==> src/rtl/i2c_poll_pkg.sv <==
// Shared types and widths for the I2C read poller: state encoding, counter
// widths and the NACK counter saturation value.
package i2c_poll_pkg;

  localparam int PERIOD_W  = 24;
  localparam int TIMEOUT_W = 16;

  localparam logic [7:0] NACK_MAX = 8'd255;

  typedef enum logic [2:0] {
    IDLE,
    WAIT_PERIOD,
    GO_HI,
    WAIT_START,
    WAIT_DONE,
    HOLD
  } state_t;

endpackage

==> src/rtl/i2c_read_poller_if.sv <==
// Engine handshake plus downstream sample channel of the poller.
// master = poller side, slave = engine / consumer side.
interface i2c_read_poller_if;

  logic        GO;
  logic        END_OK;
  logic        ACK_OK;
  logic [15:0] DATA16;
  logic [7:0]  END_BYTE;
  logic [15:0] SAMPLE;
  logic        SAMPLE_VALID;
  logic        SAMPLE_READY;

  modport master (
    output GO, END_BYTE, SAMPLE, SAMPLE_VALID,
    input  END_OK, ACK_OK, DATA16, SAMPLE_READY
  );

  modport slave (
    input  GO, END_BYTE, SAMPLE, SAMPLE_VALID,
    output END_OK, ACK_OK, DATA16, SAMPLE_READY
  );

endinterface

==> src/rtl/poll_timer.sv <==
// Saturating period counter: preloaded to PRELOAD at reset so the first
// poll is immediate, cleared at each poll start, flags when PRELOAD is reached.
module poll_timer
  import i2c_poll_pkg::*;
#(
  parameter logic [PERIOD_W-1:0] PRELOAD = 24'd50000
) (
  input  logic PT_CK,
  input  logic RESET_N,
  input  logic clear,
  input  logic count,
  output logic reached
);

  logic [PERIOD_W-1:0] cnt;

  // NOTE: state is updated with non-blocking assignments so every flop
  // samples the pre-edge values of the others, independent of block order.
  // A clear loads 1 because the clearing cycle is itself the first cycle of
  // the new period; this makes poll starts exactly PRELOAD cycles apart.
  always_ff @(posedge PT_CK or negedge RESET_N) begin
    if (!RESET_N) begin
      cnt <= PRELOAD;
    end else if (clear) begin
      cnt <= PERIOD_W'(1);
    end else if (count && (cnt < PRELOAD)) begin
      cnt <= cnt + PERIOD_W'(1);
    end
  end

  assign reached = (cnt >= PRELOAD);

endmodule

==> src/rtl/i2c_read_poller.sv <==
// Periodic GO/END_OK controller for the I2C read engine with a valid/ready
// sample register. Optional transaction timeout: define I2C_POLL_TIMEOUT_EN.
module i2c_read_poller
  import i2c_poll_pkg::*;
#(
  parameter logic [PERIOD_W-1:0] POLL_PERIOD = 24'd50000,
  parameter int                  N_BYTES     = 2
`ifdef I2C_POLL_TIMEOUT_EN
  , parameter logic [TIMEOUT_W-1:0] TIMEOUT  = 16'd4000
`endif
) (
  input  logic                 PT_CK,
  input  logic                 RESET_N,
  input  logic                 EN,
  i2c_read_poller_if.master    bus,
  output logic [7:0]           NACK_CNT,
  output logic                 TIMEOUT_ERR,
  output logic                 BUSY
);

  state_t      state, next_state;
  logic        go_q, go_phase, ack_seen, valid_q;
  logic [15:0] sample_q;
  logic [7:0]  nack_q;
  logic        period_clear, period_reached;
  logic        done_ack, done_nack, take_timeout;

  poll_timer #(.PRELOAD(POLL_PERIOD)) u_timer (
    .PT_CK   (PT_CK),
    .RESET_N (RESET_N),
    .clear   (period_clear),
    .count   (1'b1),
    .reached (period_reached)
  );

  // The engine drops ACK_OK in the cycle it raises END_OK, so the latched
  // copy carries the acknowledge into the completion decision.
  assign done_ack  = (state == WAIT_DONE) && bus.END_OK && (ack_seen || bus.ACK_OK);
  assign done_nack = (state == WAIT_DONE) && bus.END_OK && !(ack_seen || bus.ACK_OK);

`ifdef I2C_POLL_TIMEOUT_EN
  logic [TIMEOUT_W-1:0] to_cnt;
  logic                 to_err_q;
  logic                 waiting;

  assign waiting      = (state == WAIT_START) || (state == WAIT_DONE);
  // A completion arriving in the final allowed cycle still wins.
  assign take_timeout = waiting && !done_ack && !done_nack &&
                        (({1'b0, to_cnt} + {{TIMEOUT_W{1'b0}}, 1'b1}) >= {1'b0, TIMEOUT});

  always_ff @(posedge PT_CK or negedge RESET_N) begin
    if (!RESET_N) begin
      to_cnt   <= '0;
      to_err_q <= 1'b0;
    end else begin
      to_cnt <= waiting ? to_cnt + TIMEOUT_W'(1) : '0;
      if (!EN)               to_err_q <= 1'b0;
      else if (take_timeout) to_err_q <= 1'b1;
    end
  end

  assign TIMEOUT_ERR = to_err_q;
`else
  assign take_timeout = 1'b0;
  assign TIMEOUT_ERR  = 1'b0;
`endif

  // NOTE: every signal driven here gets a default first, so no path through
  // the case statement can leave a value unassigned and infer a latch.
  always_comb begin
    next_state = state;
    unique case (state)
      IDLE:        if (EN && bus.END_OK) next_state = WAIT_PERIOD;
      WAIT_PERIOD: if (!EN) next_state = IDLE;
                   else if (period_reached && bus.END_OK) next_state = GO_HI;
      GO_HI:       if (go_phase) next_state = WAIT_START;
      WAIT_START:  if (take_timeout) next_state = WAIT_PERIOD;
                   else if (!bus.END_OK) next_state = WAIT_DONE;
      WAIT_DONE:   if (done_ack) next_state = HOLD;
                   else if (done_nack || take_timeout) next_state = WAIT_PERIOD;
      HOLD:        if (bus.SAMPLE_READY) next_state = EN ? WAIT_PERIOD : IDLE;
      default:     next_state = IDLE;
    endcase
  end

  assign period_clear = (next_state == GO_HI) && (state != GO_HI);

  always_ff @(posedge PT_CK or negedge RESET_N) begin
    if (!RESET_N) begin
      state    <= IDLE;
      go_q     <= 1'b0;
      go_phase <= 1'b0;
      ack_seen <= 1'b0;
      sample_q <= '0;
      valid_q  <= 1'b0;
      nack_q   <= '0;
    end else begin
      state    <= next_state;
      go_q     <= (state == GO_HI);
      go_phase <= (state == GO_HI) && !go_phase;

      if (period_clear)            ack_seen <= 1'b0;
      else if (state == WAIT_DONE) ack_seen <= ack_seen | bus.ACK_OK;

      if (done_ack) begin
        sample_q <= bus.DATA16;
        valid_q  <= 1'b1;
      end else if ((state == HOLD) && bus.SAMPLE_READY) begin
        valid_q  <= 1'b0;
      end

      if (done_nack && (nack_q != NACK_MAX)) nack_q <= nack_q + 8'd1;
    end
  end

  assign bus.GO           = go_q;
  assign bus.END_BYTE     = 8'(N_BYTES - 1);
  assign bus.SAMPLE       = sample_q;
  assign bus.SAMPLE_VALID = valid_q;
  assign NACK_CNT         = nack_q;
  assign BUSY             = (state != IDLE);

endmodule

==> src/flat_wrapper.sv <==
// flat-port wrapper written by rule: the top's interface ports become plain ports
module i2c_read_poller_flat import i2c_poll_pkg::*;
#(
  parameter logic [PERIOD_W-1:0] POLL_PERIOD = 24'd50000,
  parameter int                  N_BYTES     = 2

)
  (PT_CK, RESET_N, EN, NACK_CNT, TIMEOUT_ERR, BUSY, bus_GO, bus_END_BYTE, bus_SAMPLE, bus_SAMPLE_VALID, bus_END_OK, bus_ACK_OK, bus_DATA16, bus_SAMPLE_READY);
  i2c_read_poller_if bus_i ();
  input  logic PT_CK;
  input  logic RESET_N;
  input  logic EN;
  output logic [7:0] NACK_CNT;
  output logic TIMEOUT_ERR;
  output logic BUSY;
  output wire logic [$bits(bus_i.GO)-1:0] bus_GO;
  output wire logic [$bits(bus_i.END_BYTE)-1:0] bus_END_BYTE;
  output wire logic [$bits(bus_i.SAMPLE)-1:0] bus_SAMPLE;
  output wire logic [$bits(bus_i.SAMPLE_VALID)-1:0] bus_SAMPLE_VALID;
  input wire logic [$bits(bus_i.END_OK)-1:0] bus_END_OK;
  input wire logic [$bits(bus_i.ACK_OK)-1:0] bus_ACK_OK;
  input wire logic [$bits(bus_i.DATA16)-1:0] bus_DATA16;
  input wire logic [$bits(bus_i.SAMPLE_READY)-1:0] bus_SAMPLE_READY;
  assign bus_GO = bus_i.GO;
  assign bus_END_BYTE = bus_i.END_BYTE;
  assign bus_SAMPLE = bus_i.SAMPLE;
  assign bus_SAMPLE_VALID = bus_i.SAMPLE_VALID;
  assign bus_i.END_OK = bus_END_OK;
  assign bus_i.ACK_OK = bus_ACK_OK;
  assign bus_i.DATA16 = bus_DATA16;
  assign bus_i.SAMPLE_READY = bus_SAMPLE_READY;
  i2c_read_poller #(.POLL_PERIOD(POLL_PERIOD), .N_BYTES(N_BYTES)) u_core (.PT_CK(PT_CK), .RESET_N(RESET_N), .EN(EN), .bus(bus_i), .NACK_CNT(NACK_CNT), .TIMEOUT_ERR(TIMEOUT_ERR), .BUSY(BUSY));
endmodule
==> config.mk <==
export PLATFORM = sky130hd
export DESIGN_NAME = i2c_read_poller_flat
export DESIGN_NICKNAME = d
export VERILOG_FILES = /design/src/rtl/i2c_poll_pkg.sv /design/src/rtl/i2c_read_poller_if.sv /design/src/rtl/poll_timer.sv /design/src/rtl/i2c_read_poller.sv /design/src/flat_wrapper.sv
export SDC_FILE = /design/constraint.sdc
export NUM_CORES = 1
export LEC_CHECK = 0
export CORE_ASPECT_RATIO = 0.7
export CORE_MARGIN = 2
export CORE_UTILIZATION = 40
export CTS_BUF_LIST = sky130_fd_sc_hd__clkbuf_4
export DETAILED_ROUTE_END_ITERATION = 10
export HOLD_SLACK_MARGIN = 0.06
export PLACE_DENSITY = 0.73
export SLEW_MARGIN = 20
export SYNTH_ARGS = -nofsm -noshare
export SYNTH_HDL_FRONTEND = slang
export SYNTH_SLANG_ARGS = --single-unit
==> constraint.sdc <==
create_clock -name PT_CK -period 1.79 [get_ports PT_CK]
set_input_delay 0.358 -clock PT_CK [delete_from_list [all_inputs] [get_ports PT_CK]]
set_output_delay 0.358 -clock PT_CK [all_outputs]
set_load 0.1 [all_outputs]
==> results.md <==
* Status: completed
* Clk_lat worst skew at 0.38 ns
* Max cap viols at 0
* # diodes at 0
* Pins Over Slew Limit at 0
* Hold_sp: u_core.go_phase
* Clock power frac at 11.7%
* NumNets Final at 338
* Max Root-Sink Buffers at 2
* Post-Layout Cell Count at 408
* Combinational power share at 53.7%
* Global-route wire length before repair at 10800 µm
* Critical Path Start: u_core.u_timer.cnt[14]
* DP HPWL at 4760 µm
* Drt initial violations at 138
* Psw at 0.00230 W
* Clock-pin slew on the worst setup and hold paths at 0.16 ns
* Worst vdd ir at 0.000956 V
* Root Driver: clkbuf_4
* Seq/Total Area, Yosys at 49.8%
* Leakage power at 1.71 nW
* Internal at 0.00250 W
* Clock Skew at 0.0120 ns
* Post-Syn Instances at 244
* Placement Cell Area at 0.00372 mm²
* Syn_area_per_cell at 11.4 µm²
* # DRC at 0
* Number of global-route vias before repair at 2120
* Seq pwr share at 34.6%
* Layout cells sized above 1 at 35.4%
* Slew headroom at 66.4%
* DIE AREA at 0.00765 mm²
* Setup TNS at 0 ns
* Final setup viols at 0
* Pwr dens at 1240 mW/mm²
* Starting Density at 41.2%
* Row count at 25
* Sw frac at 47.8%
* DR pass1 iterations at 4
* Worst Path Arrival at 2.02 ns
* Clock sink count at 55
* Warnings from Yosys at 0
* Critical path peak fanout at 14
* Unique cell type count in the Yosys netlist at 57
* Die width at 104 µm
* Worst Tran Pin Value at 0.504 ns
* Tmin final at 1.74 ns
* WP data required at 2.07 ns
* Vias/cell at 5.30
* Grt ovf at 0
* Fmax at 0.574 GHz
* IO Count at 58
* Post-synth top flop: dfrtp_1
* Core ar. at 0.00676 mm²
* Tot Pwr at 0.00480 W
* Final wirelength at 6620 µm
* Final Hold Fails at 0
* Htree depth at 2
* Finished layout cell area at 0.00386 mm²
* Post-Place Cells at 396
* Antenna viol nets, final at 0
* #FFs+latches synth at 55
* Die Height at 73.8 µm
* Number of synthesized flops with an enable pin at 0
* CP endpoint kind: register
* PortBufs at 48
* TritonCTS clock tree: built
* Final Cycle Share at 97.3%
* Overall Global Routing Usage at 17.8%
* Share of synthesized flip-flops with an asynchronous set or reset at 100%
* Hold/Removal Path Class: reg -> reg
* CTS Buf Count at 5
* Largest net degree at the start of global routing at 22
* Layout Area Growth over Synthesis at 38.6%
* Crit path launch type: register
* Critical R2R Launch: u_core.u_timer.cnt[14]
* Kind of critical path: reg -> reg
* Final GP Congestion at 0.920
* Vias at 2164
* Antenna violations before repair at 0
* Cell area after synthesis at 0.00278 mm²
* Routed len/inst at 16.2 µm
==> placed cells by master (no fill, tap or decap), types with 3 or more instances in the layout <==
cell type / instances
mux2_1: 9
a221o_1: 10
o21ai_0: 3
dfrtp_2: 9
nand3_1: 10
dfrtp_1: 38
nor2_1: 9
and2_1: 4
clkdlybuf4s50_1: 20
dfstp_2: 6
nand4_1: 8
buf_12: 29
inv_1: 5
mux2_2: 8
xor2_1: 6
nor4_1: 4
buf_4: 24
a21oi_1: 3
nor2b_1: 9
clkbuf_4: 6
and4_2: 3
and3_1: 3
conb_1: 9
nand2_1: 12
ha_1: 3
nor4_2: 3
nor3_1: 10
==> worst max-delay path: stages (launching register included) <==
cell and delay (ns):
dfstp_2 0.62, nand2_1 0.08, o211ai_1 0.28, buf_4 0.29
o21ai_1 0.08, a211o_1 0.30
==> kinds of logic after synthesis <==
group | count (synthesis) | share of synthesized area [%]
other | 2 | 0.270
multiplexers | 18 | 7.24
AND/OR/NAND/NOR | 91 | 20.0
AO/OA/AOI/OAI | 40 | 12.1
flip-flops | 55 | 49.8
buffers and inverters | 27 | 6.84
adder cells (fa/ha/maj) | 3 | 1.35
XOR/XNOR | 8 | 2.52
==> final cells by class <==
| class | instances | area (µm²) |
|---|---|---|
| tap | 94 | 118 |
| clock buffer | 6 | 45.0 |
| clock inverter | 2 | 8.76 |
| timing repair buffer | 76 | 987 |
| fill | 587 | 2900 |
| inverter | 6 | 22.5 |
| multi-input combinational | 169 | 1270 |
| sequential | 55 | 1400 |
==> power groups by stage <==
stage          logic, W  clock network, W  registers (W)
3_5_place_dp    0.00257                 0        0.00170
3_3_place_gp    0.00253                 0        0.00168
2_1_floorplan  0.000333                 0        0.00288
6_report        0.00258          0.000562        0.00166
5_1_grt         0.00264          0.000613        0.00168
4_1_cts         0.00259          0.000566        0.00166
==> final timing paths <==
check | cells past startpoint | endpoint | slack [ns]
max | 5 | u_core.state[0] | 0.05
min | 1 | u_core.go_phase | 0.44
max reg2reg | 5 | u_core.state[0] | 0.05
min reg2reg | 1 | u_core.go_phase | 0.44
max in group asynchronous | 3 | u_core.u_timer.cnt[14] | 0.73
min in group asynchronous | 2 | u_core.bus.SAMPLE[15] | 0.46
==> routing by layer <==
metal  GRT usage [%]  wire length, µm  vias to the layer above
met1            25.4             3090                     1072
met3            4.17              365                        7
met5               0                0                        -
met2            27.4             3110                       66
li1                -                -                     1019
met4            4.95               56                        0
==> state kept, by name, indices dropped and copies added (netlist names) <==
signal,cells
u_core.u_timer.cnt,24
u_core.bus.SAMPLE,16
u_core.NACK_CNT,8
u_core.state,3
u_core.ack_seen,1
u_core.bus.GO,1
u_core.bus.SAMPLE_VALID,1
u_core.go_phase,1
==> timing repair <==
| action | 4_1_cts | 5_1_grt |
|---|---|---|
| setup buffers | 3 | 0 |
| hold endpoints to repair | 17 | 0 |
| pin swaps | 0 | 1 |
| setup endpoints to repair | 1 | 14 |
| hold buffers | 1 | 0 |
| gates resized for setup | 4 | 10 |
==> metrics by stage <==
| step | setup WS, ns | utilization [%] | hold slack, ns |
|---|---|---|---|
| after global routing | -0.0203 | 57.1 | 0.466 |
| after CTS | 0.0356 | 56.5 | 0.441 |
| after global placement | -0.147 | 55.1 | 0.358 |
| after floorplan | 0.0133 | - | 0.0624 |
| final | 0.0489 | 57.1 | 0.438 |
| after detailed placement | -0.188 | 55.1 | 0.363 |
==> cell usage after synthesis, types with 2 or more instances <==
cell type / n / area (µm²)
o22ai_1: 2 / 12.5
xor2_1: 6 / 52.6
or3_1: 2 / 12.5
nand3_1: 10 / 50.1
nand4_1: 8 / 50.1
dfstp_2: 6 / 158
nor2_1: 10 / 37.5
o211ai_1: 2 / 15.0
a211o_1: 2 / 17.5
and2_1: 4 / 25.0
and3_1: 4 / 25.0
a221o_1: 10 / 100
ha_1: 3 / 37.5
conb_1: 2 / 7.51
inv_1: 5 / 18.8
o21ai_0: 3 / 15.0
a211oi_1: 2 / 15.0
mux2_2: 8 / 90.1
nor4_1: 4 / 25.0
nand2_1: 12 / 45.0
nor3_1: 12 / 60.1
buf_4: 11 / 82.6
nor2b_1: 9 / 56.3
nor4_2: 4 / 50.1
o21a_1: 2 / 15.0
dfrtp_1: 49 / 1230
mux2_1: 9 / 101
a21oi_1: 3 / 15.0
clkbuf_8: 2 / 27.5
a22o_1: 2 / 17.5
xnor2_1: 2 / 17.5
buf_6: 3 / 33.8
and4_2: 4 / 40.0
buf_2: 4 / 20.0
No activity file was read; power rests on OpenSTA's default activity.
